### config.mk
export PLATFORM = sky130hd
export DESIGN_NAME = axis_fifo_rr_arbiter
export DESIGN_NICKNAME = d
export VERILOG_FILES = /design/src/rtl/axis_fifo_rr_arbiter.sv
export SDC_FILE = /design/constraint.sdc
export NUM_CORES = 1
export LEC_CHECK = 0
export CAP_MARGIN = 20
export CORE_MARGIN = 2
export CORE_UTILIZATION = 41
export CTS_BUF_LIST = sky130_fd_sc_hd__clkbuf_2 sky130_fd_sc_hd__clkbuf_4 sky130_fd_sc_hd__clkbuf_8
export DETAILED_ROUTE_END_ITERATION = 12
export PLACE_DENSITY = 0.89
export SETUP_SLACK_MARGIN = 0.4
export SLEW_MARGIN = 15
export SYNTH_ARGS = -nofsm -noshare
export SYNTH_HDL_FRONTEND = slang
export SYNTH_SLANG_ARGS = --single-unit
### constraint.sdc
create_clock -name clk -period 3.6 [get_ports clk]
set_input_delay 0.54 -clock clk [delete_from_list [all_inputs] [get_ports clk]]
set_output_delay 0.54 -clock clk [all_outputs]
set_load 0.03 [all_outputs]
### src/rtl/axis_fifo_rr_arbiter.sv
// axis_fifo_rr_arbiter
//
// Merges NUM_CH strobe-interface FIFOs onto one AXI-Stream master port.
// Arbitration is round-robin at packet granularity: once a channel is granted,
// it keeps the grant until the beat with its last flag is accepted downstream.
// The output is a single registered beat buffer that is refilled in the same
// cycle it drains, so a granted FIFO can stream at one beat per clock.
//
// Ports:
//   clk, rst           clock and synchronous active-high reset
//   i_ch_enable        per-channel arbitration enable (sampled only in IDLE)
//   i_fifo_not_empty   per-FIFO not-empty flag
//   i_fifo_r_data      packed FIFO head words, channel k in slice k;
//                      bit DATA_WIDTH of each word is the last flag
//   o_fifo_r_stb       per-FIFO pop strobe, combinational, one-hot or zero
//   o_axis_*           AXI-Stream master; tuser carries the source channel
//   o_busy             high while a packet is being streamed
//   o_pkt_count        number of completed packets, wraps
module axis_fifo_rr_arbiter #(
    parameter int unsigned NUM_CH     = 4,
    parameter int unsigned DATA_WIDTH = 32,
    parameter int unsigned CNT_WIDTH  = 16,
    localparam int unsigned USER_WIDTH = $clog2(NUM_CH),
    localparam int unsigned WORD_WIDTH = DATA_WIDTH + 1
) (
    input  logic                         clk,
    input  logic                         rst,
    input  logic [NUM_CH-1:0]            i_ch_enable,
    input  logic [NUM_CH-1:0]            i_fifo_not_empty,
    input  logic [NUM_CH*WORD_WIDTH-1:0] i_fifo_r_data,
    output logic [NUM_CH-1:0]            o_fifo_r_stb,
    output logic                         o_axis_tvalid,
    input  logic                         i_axis_tready,
    output logic [DATA_WIDTH-1:0]        o_axis_tdata,
    output logic                         o_axis_tlast,
    output logic [USER_WIDTH-1:0]        o_axis_tuser,
    output logic                         o_busy,
    output logic [CNT_WIDTH-1:0]         o_pkt_count
);

    typedef enum logic [0:0] {StIdle, StStream} state_e;

    state_e                  state_q, state_d;
    logic [USER_WIDTH-1:0]   grant_q, grant_d;
    logic [USER_WIDTH-1:0]   last_grant_q, last_grant_d;
    logic                    tvalid_q, tvalid_d;
    logic [DATA_WIDTH-1:0]   tdata_q, tdata_d;
    logic                    tlast_q, tlast_d;
    logic [USER_WIDTH-1:0]   tuser_q, tuser_d;
    logic                    eop_loaded_q, eop_loaded_d;
    logic [CNT_WIDTH-1:0]    pkt_count_q, pkt_count_d;

    logic [NUM_CH-1:0]       req;
    logic [WORD_WIDTH-1:0]   words [NUM_CH];
    logic [WORD_WIDTH-1:0]   head;
    logic                    rr_found;
    logic [USER_WIDTH-1:0]   rr_next;
    logic                    pop;
    logic                    accept;

    assign req = i_ch_enable & i_fifo_not_empty;

    for (genvar k = 0; k < NUM_CH; k++) begin : g_words
        assign words[k] = i_fifo_r_data[k*WORD_WIDTH +: WORD_WIDTH];
    end

    assign head = words[grant_q];

    // Round-robin search starting one past the previous grant, with wrap.
    always_comb begin
        logic [USER_WIDTH-1:0] idx;
        rr_found = 1'b0;
        rr_next  = '0;
        idx      = '0;
        for (int unsigned i = 1; i <= NUM_CH; i++) begin
            idx = USER_WIDTH'((32'(last_grant_q) + i) % NUM_CH);
            if (!rr_found && req[idx]) begin
                rr_found = 1'b1;
                rr_next  = idx;
            end
        end
    end

    always_comb begin
        state_d      = state_q;
        grant_d      = grant_q;
        last_grant_d = last_grant_q;
        tvalid_d     = tvalid_q;
        tdata_d      = tdata_q;
        tlast_d      = tlast_q;
        tuser_d      = tuser_q;
        eop_loaded_d = eop_loaded_q;
        pkt_count_d  = pkt_count_q;
        pop          = 1'b0;
        accept       = 1'b0;
        o_fifo_r_stb = '0;

        unique case (state_q)
            StIdle: begin
                if (rr_found) begin
                    grant_d      = rr_next;
                    last_grant_d = rr_next;
                    state_d      = StStream;
                end
            end
            StStream: begin
                // Pop only into an empty buffer or one draining this cycle, and
                // never past the end of the current packet.
                pop    = i_fifo_not_empty[grant_q] & ~eop_loaded_q &
                         (~tvalid_q | i_axis_tready) & ~rst;
                accept = tvalid_q & i_axis_tready;
                if (pop) begin
                    tvalid_d = 1'b1;
                    tdata_d  = head[DATA_WIDTH-1:0];
                    tlast_d  = head[DATA_WIDTH];
                    tuser_d  = grant_q;
                    if (head[DATA_WIDTH]) begin
                        eop_loaded_d = 1'b1;
                    end
                end else if (accept) begin
                    tvalid_d = 1'b0;
                end
                // A buffered last beat implies eop_loaded, so no pop coincides.
                if (accept && tlast_q) begin
                    eop_loaded_d = 1'b0;
                    pkt_count_d  = pkt_count_q + 1'b1;
                    state_d      = StIdle;
                end
                o_fifo_r_stb[grant_q] = pop;
            end
            default: state_d = StIdle;
        endcase
    end

    always_ff @(posedge clk) begin
        if (rst) begin
            state_q      <= StIdle;
            grant_q      <= '0;
            last_grant_q <= USER_WIDTH'(NUM_CH - 1);
            tvalid_q     <= 1'b0;
            tdata_q      <= '0;
            tlast_q      <= 1'b0;
            tuser_q      <= '0;
            eop_loaded_q <= 1'b0;
            pkt_count_q  <= '0;
        end else begin
            state_q      <= state_d;
            grant_q      <= grant_d;
            last_grant_q <= last_grant_d;
            tvalid_q     <= tvalid_d;
            tdata_q      <= tdata_d;
            tlast_q      <= tlast_d;
            tuser_q      <= tuser_d;
            eop_loaded_q <= eop_loaded_d;
            pkt_count_q  <= pkt_count_d;
        end
    end

    assign o_axis_tvalid = tvalid_q;
    assign o_axis_tdata  = tdata_q;
    assign o_axis_tlast  = tlast_q;
    assign o_axis_tuser  = tuser_q;
    assign o_busy        = (state_q == StStream);
    assign o_pkt_count   = pkt_count_q;

endmodule
## Word level (Yosys, flattened, before mapping)

Index checks and enable logic that the tools add are counted.

- Flip-flop bits (word level): 58
- Output and inout port bits: 57

- Muxes and demuxes: 32
- Bitwise logic cells: 12
- $add $sub $neg: 5
- Magnitude comparators: 7
- Reductions and logical operators: 16

Operators by type and width:

| cell | count |
|---|---|
| $bmux W33 S2 | 1 |
| $mux W33 | 2 |
| $mux W1 | 17 |
| $add A16 B1 Y16 const B | 1 |
| $lt A2 B3 Y1 const B | 5 |
| $bmux W1 S2 | 5 |
| $and A4 B4 Y4 | 2 |
| $mux W2 | 4 |
| $reduce_and A2 Y1 | 4 |
| $reduce_bool A2 Y1 | 3 |
| $logic_and A1 B1 Y1 | 5 |
| $add A2 B1 Y2 const B | 2 |
| $add A2 B2 Y2 const B | 2 |
| $and A1 B1 Y1 | 4 |
| $mux W4 | 1 |
| $not A1 Y1 | 4 |
| $ge A3 B3 Y1 const B | 1 |
| $logic_not A1 Y1 | 3 |
| $not A2 Y3 | 1 |
| $reduce_and A3 Y1 | 1 |
| $demux W1 S2 | 1 |
| $ge A2 B1 Y1 const B | 1 |
| $pmux W1 S2 | 1 |
| $or A1 B1 Y1 | 1 |

## Logic depth before layout (Yosys ltp)

Gate-level depths: netlist of run 1.

- Depth in word-level cells: 15
- Gate-level depth with buffers: 7

## Least setup slack after synthesis of run 1

Ideal clock, no wire load.

- Path kind: reg-to-output
- Start point: reg state_q, in the netlist o_busy
- End point: out o_fifo_r_stb[0]
- Required time: 3060 ps
- Path buffers: 1
- Arrival time: 2038 ps
- Cell stages (with the launch flop): 5
- Setup slack: 1022 ps
- Cells stage by stage: dfxtp_1 nor3b_2 nand3_1 buf_2 nor3_1

- Longest elaborated chain between the ends: 1

Ends and longest elaborated chain:

| item | line | RTL |
|---|---|---|
| from (decl) | 43 | `state_e state_q, state_d;` |
| from (signal assigned) | 137 | `state_q <= StIdle;` |
| from (signal assigned) | 147 | `state_q <= state_d;` |
| $mux W4 | 98 | `unique case (state_q)` |
| to (decl) | 31 | `output logic [NUM_CH-1:0] o_fifo_r_stb,` |

No other way between the ends.

## Worst setup path after layout of run 1

- Start point: in i_fifo_not_empty[3]
- End point: out o_fifo_r_stb[3]

- Longest elaborated chain between the ends: 7

Ends and longest elaborated chain:

| item | line | RTL |
|---|---|---|
| from (decl) | 29 | `input logic [NUM_CH-1:0] i_fifo_not_empty,` |
| $bmux W1 S2 | 109 | `pop = i_fifo_not_empty[grant_q] & ~eop_loaded_q &` |
| $mux W1 (implied by the code) | 109 |  |
| $and A1 B1 Y1 (2 in a row) | 109 |  |
| $and A1 B1 Y1 | 110 | `(~tvalid_q \| i_axis_tready) & ~rst;` |
| $and A4 B4 Y4 (no line) | n/a |  |
| $mux W4 | 98 |  |

No other way between the ends. The select of a mux whose other input is x is not followed.

==> results of run 1 <==
-- registers in the layout, summed over array words and instances, names as in the netlist --
| register | flops |
|---|---|
| eop_loaded_q | 1 |
| grant_q | 2 |
| last_grant_q | 2 |
| o_axis_tdata | 32 |
| o_axis_tlast | 1 |
| o_axis_tuser | 2 |
| o_axis_tvalid | 1 |
| o_busy | 1 |
| o_pkt_count | 16 |
-- cell families (layout without fill, tap and decap cells) --
logic type / Yosys count / count (layout)
AND/OR/NAND/NOR: 139 / 139
XOR/XNOR: 7 / 7
flip-flops: 58 / 58
adder cells (fa/ha/maj): 1 / 1
multiplexers: 36 / 36
AO/OA/AOI/OAI: 66 / 66
buffers and inverters: 27 / 220
-- worst reg2reg max path, delay by kind of cell, from the launching register on --
family / cells / cell delay (ns)
AOI/OAI and AO/OA: 1 / 0.21
buffers and inverters: 1 / 0.56
DFF: 1 / 0.34
muxes: 1 / 0.64
and+or+nand+nor: 1 / 0.05
-- area by class of cell --
class | count | share of cell area [%]
timing repair buffer | 204 | 37.7
sequential | 58 | 21.8
clock buffer | 12 | 2.97
inverter | 1 | 0.0702
clock inverter | 3 | 0.281
multi-input combinational | 249 | 34.9
tap | 99 | 2.32
-- synthesized netlist by cell type (all sizes together) (3+ instances only) --
master,number,share of area (%)
nand2,86,10
dfxtp,58,37
a21oi,50,7.9
mux4,34,24
buf,18,2.9
nor2,13,1.5
clkbuf,8,0.95
nand3,8,1.3
o21ai,7,1.1
or3,7,1.4
nand4,6,1.7
xor2,4,1.1
and2,3,0.60
and3,3,0.60
and4,3,0.87
nor3,3,0.48
xnor2,3,0.83
-- per-stage QoR --
step / area, µm² / std cells / power (mW) / hold WS (ns) / util (%)
finish: 5350 / 626 / 1.67 / 0.455 / 72.9
global route: 5350 / 626 / 1.75 / 0.473 / 72.9
CTS: 5350 / 626 / 1.68 / 0.455 / 72.9
detailed placement: 5170 / 611 / 1.15 / 0.446 / 70.5
global placement: 5170 / 611 / 1.14 / 0.442 / 70.5
floorplan: 3150 / 334 / 0.920 / 0.474 / -
-- report_power, final --
part	switching, mW	internal [mW]
sequential	0.0193	0.666
clock	0.245	0.288
combinational	0.177	0.273
total	0.441	1.23
-- routing by layer --
layer / global-route usage (%) / up-vias
met4: 7.83 / 0
met2: 48.3 / 158
met3: 7.15 / 14
li1: - / 1597
met1: 28.2 / 1631
met5: 0 / -
-- worst min path at each step --
stage / from / end / slack (ns) / cells after the start
3_3_place_gp: o_axis_tdata[25] / o_axis_tdata[25] / 0.44 / 2
5_1_grt: o_axis_tdata[23] / o_axis_tdata[23] / 0.47 / 2
2_1_floorplan: eop_loaded_q / eop_loaded_q / 0.47 / 2
6_report: o_axis_tdata[23] / o_axis_tdata[23] / 0.45 / 2
4_1_cts: o_axis_tdata[23] / o_axis_tdata[23] / 0.45 / 2
3_5_place_dp: o_axis_tdata[23] / o_axis_tdata[23] / 0.45 / 2
==> qor.csv, run 1 <==
metric,value,unit
WP data required,3.06,ns
metal3 WL,855,µm
Mapped Cells,334,
Finish-stage setup viols,0,
RSZ-0062 raised after global routing,no,
Worst Setup EP,o_fifo_r_stb[3],
die area,8400,µm²
dpl hpwl,8160,µm
placer congestion estimate,0.895,
post_cts resized,0,
setup slack after placement,0.915,ns
cell area after synthesis,3150,µm²
hold crit path type,flip-flop to flip-flop,
worst path bufs/invs,2,
GRT Util Overall,25.8,%
asr flop ratio synth,0,%
multi-input logic area,1870,µm²
XOR/XNOR share of the synthesized area,1.95,%
synthesis-stage register bit count,58,
Rel. slew slack,53.5,%
antenna cell count,0,
outcome,finished clean,
fin. max-slew vios,0,
Max stage delay on crit path,0.52,ns
Routed met2 length,5870,µm
initial core utilization,43.0,%
Synth cell types,42,
most frequent CP cell,and3_1,
Mean Syn Cell Area,9.43,µm²
vias in the first global route,3513,
initial antenna violation count,0,
postcts setup bufs,0,
slack of the critical path,0.912,ns
first-pass GRT wire length,17000,µm
Syn Nets,478,
f_max,0.372,GHz
CTS Buf Count,9,
via count,3400,
Post-synth top flop,dfxtp_1,
Slowest cell on crit path,mux4_2,
Crit path depth,5,
final worst path period need,2.69,ns
# hold bufs at CTS,0,
mux cell area share after synthesis,25.0,%
Fin Setup TNS,0,ns
Synth Warn #,0,
total core area,7330,µm²
crit path kind,input pin to primary output,
R2R setup slack,1.67,ns
Final Hold Vio Count,0,
Cell Rows,31,
share of post-route cells with drive strength above 1,12.7,%
Die W,91.7,µm
"Seq/Total Area, Yosys",36.9,%
Reg2Reg Capture Point,eop_loaded_q,
largest net degree at the start of global routing,60,
CTS tree,done,
CP cell instances,"clkdlybuf4s50_1, mux4_2, and3_1, and3_1, buf_4",
Lkg Pwr,1.82,nW
max layer used,met4,
initial drt markers,111,
Post-synth EDFFs,0,
"Max FO, Critical Path",6,
die height,91.7,µm
r2r startpoint,grant_q[0],
Syn-to-layout area delta,69.7,%
VDD IR max,0.000178,V
Critical path origin,i_fifo_not_empty[3],
storage element area,1160,µm²
clk sinks,58,
layout filler cell count,519,
CP arrival,2.15,ns
Slew @ Worst Pin,0.697,ns
compound-cell area share of the yosys netlist,11.4,%
router iterations before antenna repair,4,
Max clock buf depth,2,
global route overflow,0,
r2r worst-path depth,4,
wire length per cell,17.0,µm
DR vias/cell,5.43,
"commonest non-fill, non-tap cell in the layout",clkdlybuf4s50_1,
power per cell area,312,nW/µm²
"commonest cells after routing, fill and taps aside","clkdlybuf4s50_1, nand2_1, dfxtp_1",
maxcap violations,0,
"CP delay by family, top",buffers and inverters,
main combinational cell family by area after synthesis,multiplexers,
final net count,667,
Port Buf Inserts,199,
Clock transition at path regs,0.07,ns
startpoint types,input pin,
Simple-Gate Fraction of Synth Area,20.5,%
Critical Path Sink Type,primary output,
post-route clock period utilization,74.7,%
ANT nets after route,0,
I/O pins,200,
drt drc,0,
WL met1,3770,µm
Final Skew,0.00511,ns
Synth Area in Adders,0.397,%
CTS H-tree depth,3,
Post-Route WL,10700,µm
clock latency at the later pin of the worst-skew pair,0.32,ns
CTS Root Cell,clkbuf_8,
Note: power is estimated with default switching activity, not from simulation.
==> inputs of run 2 (changes only) <==
CORE_UTILIZATION = 38   (was 41)
PLACE_DENSITY = 0.83   (was 0.89)
clock period = 2.65 ns   (was 3.6 ns; I/O delays follow)
==> run 2 against run 1 <==
  * Setup slack worse by 0.45 ns
  * Worst hold slack better by 0.0026 ns
  * Critical endpoint is now o_fifo_r_stb[1]
  * Largest cell class unchanged
  * Clock power is 84% higher
  * Design area is 2.0% higher
  * Highest routed layer unchanged
  * Power grew 51%
  * Routed wire length shrank 3.5%
  * Sequential share of layout area down 0.40 points
  * Register-to-register slack worse by 0.85 ns
  * Critical path type unchanged
==> qor.csv, run 2 (synthesis gave the netlist of run 1 again) <==
metric,value,unit,change
outcome,finished clean,,
Syn-to-layout area delta,73.0,%,
Slew @ Worst Pin,0.607,ns,-0.0901 ns
CP arrival,1.79,ns,-0.36 ns
CTS tree,done,,
share of post-route cells with drive strength above 1,14.1,%,+1.4 points
post-route core utilization,67.0,%,-5.9 points
NetSw,0.614,mW,+39%
"commonest non-fill, non-tap cell in the layout",clkdlybuf4s50_1,,
VDD IR max,0.000331,V,+86%
Sequential Power Share,36.9,%,-4.2 points
Finish-stage setup viols,0,,unchanged
Die W,95.1,µm,+3.7%
total core area,8130,µm²,+11%
Final Skew,0.0108,ns,+0.00567 ns
Fin Setup TNS,0,ns,unchanged
# hold bufs at CTS,0,,unchanged
Max stage delay on crit path,0.57,ns,+0.05 ns
Slowest cell on crit path,clkdlybuf4s50_1,,
die area,9040,µm²,+7.5%
RSZ-0062 raised after global routing,no,,
initial antenna violation count,0,,unchanged
Rel. slew slack,59.5,%,+6.0 points
final net count,670,,+0.45%
total power,2.52,mW,+51%
"Max FO, Critical Path",5,,-1
drt drc,0,,unchanged
via count,3360,,-1.2%
Critical Path Sink Type,primary output,,
"commonest cells after routing, fill and taps aside","clkdlybuf4s50_1, nand2_1, dfxtp_1",,
global route overflow,0,,unchanged
DR vias/cell,5.28,,-2.7%
dpl hpwl,8060,µm,-1.2%
largest net degree at the start of global routing,60,,unchanged
Port Buf Inserts,199,,unchanged
CP cell instances,"clkdlybuf4s50_1, nand2b_1, and3_4, nand2_1, nor2_1, buf_4",,
Net Sw Frac,24.3,%,-2.1 points
P_int,1.91,mW,+56%
router iterations before antenna repair,5,,+1
CTS Buf Count,9,,unchanged
Largest register FFs,32,,unchanged
first-pass GRT wire length,15600,µm,-8.4%
I/O pins,200,,unchanged
post-route clock period utilization,82.7,%,
crit path kind,input pin to primary output,,
maxcap violations,0,,unchanged
Clock power frac,38.8,%,+6.9 points
CTS H-tree depth,3,,unchanged
Cell Rows,33,,+6.5%
WP data required,2.25,ns,-0.81 ns
hold path start,o_axis_tdata[15],,
wire length per cell,16.2,µm,-5.0%
Clock transition at path regs,0.07,ns,about the same
antenna cell count,0,,unchanged
startpoint types,input pin,,
Max clock buf depth,2,,unchanged
die height,95.1,µm,+3.7%
GRT Util Overall,22.3,%,-3.5 points
Critical path origin,i_axis_tready,,
ANT nets after route,0,,unchanged
f_max,0.456,GHz,
Lkg Pwr,1.87,nW,+2.8%
vias in the first global route,3351,,-4.6%
clk sinks,58,,unchanged
Post-Route WL,10300,µm,-3.5%
fin. max-slew vios,0,,unchanged
Final Hold Vio Count,0,,unchanged
clock latency at the later pin of the worst-skew pair,0.32,ns,about the same
final worst path period need,2.19,ns,
power per cell area,463,nW/µm²,+48%
initial core utilization,38.7,%,-4.2 points
placer congestion estimate,0.815,,-8.9%
Logic pwr share,24.3,%,-2.7 points
r2r startpoint,o_pkt_count[3],,
CTS Root Cell,clkbuf_8,,
initial drt markers,97,,-13%
hold crit path type,flip-flop to flip-flop,,
==> run 2: power by group through the flow <==
| stage | logic [mW] | clock network (mW) | registers, mW |
|---|---|---|---|
| floorplan | 0.258 | 0 | 0.993 |
| global placement | 0.606 | 0 | 0.948 |
| detailed placement | 0.615 | 0 | 0.949 |
| CTS | 0.617 | 0.994 | 0.930 |
| global route | 0.654 | 1.04 | 0.935 |
| finish | 0.612 | 0.980 | 0.931 |
==> run 2: routing by layer <==
layer | routed length, µm | share of wire, % | vias to the layer above | global-route usage [%]
li1 | - | - | 1603 | -
met1 | 3830 | 37 | 1576 | 25.7
met2 | 5400 | 53 | 165 | 39.8
met3 | 851 | 8.3 | 16 | 5.45
met4 | 194 | 1.9 | 0 | 8.82
met5 | 0 | 0 | - | 0
==> run 2: cell type report <==
class | count | area, µm²
multi-input combinational | 249 | 1880
sequential | 58 | 1160
fill | 625 | 2680
clock buffer | 10 | 131
tap | 105 | 131
inverter | 1 | 3.75
clock inverter | 6 | 105
timing repair buffer | 207 | 2040
==> run 2: critical path, delay by kind of cell <==
family | cells | cell delay, ns
buf+inv | 2 | 0.75
simple gates | 4 | 0.64
==> run 2: worst paths after layout <==
kind	slack [ns]	end	depth (start not counted)
min reg2reg	0.46	o_axis_tdata[15]	2
min	0.46	o_axis_tdata[15]	2
max reg2reg	0.82	o_pkt_count[15]	4
max	0.46	o_fifo_r_stb[1]	6
==> run 2: what timing repair did <==
item	4_1_cts	5_1_grt
endpoints found under the setup margin	3	3
buffers inserted	1	0
pin swaps	0	0
resized for setup	6	2
==> run 2: stage by stage <==
step,instances,hold WS (ns),area [µm²],worst slack (ns)
3_5_place_dp,619,0.448,5200,0.196
3_3_place_gp,619,0.440,5200,0.242
2_1_floorplan,334,0.474,3160,0.474
5_1_grt,636,0.478,5450,0.425
4_1_cts,636,0.458,5450,0.417
6_report,636,0.457,5450,0.458
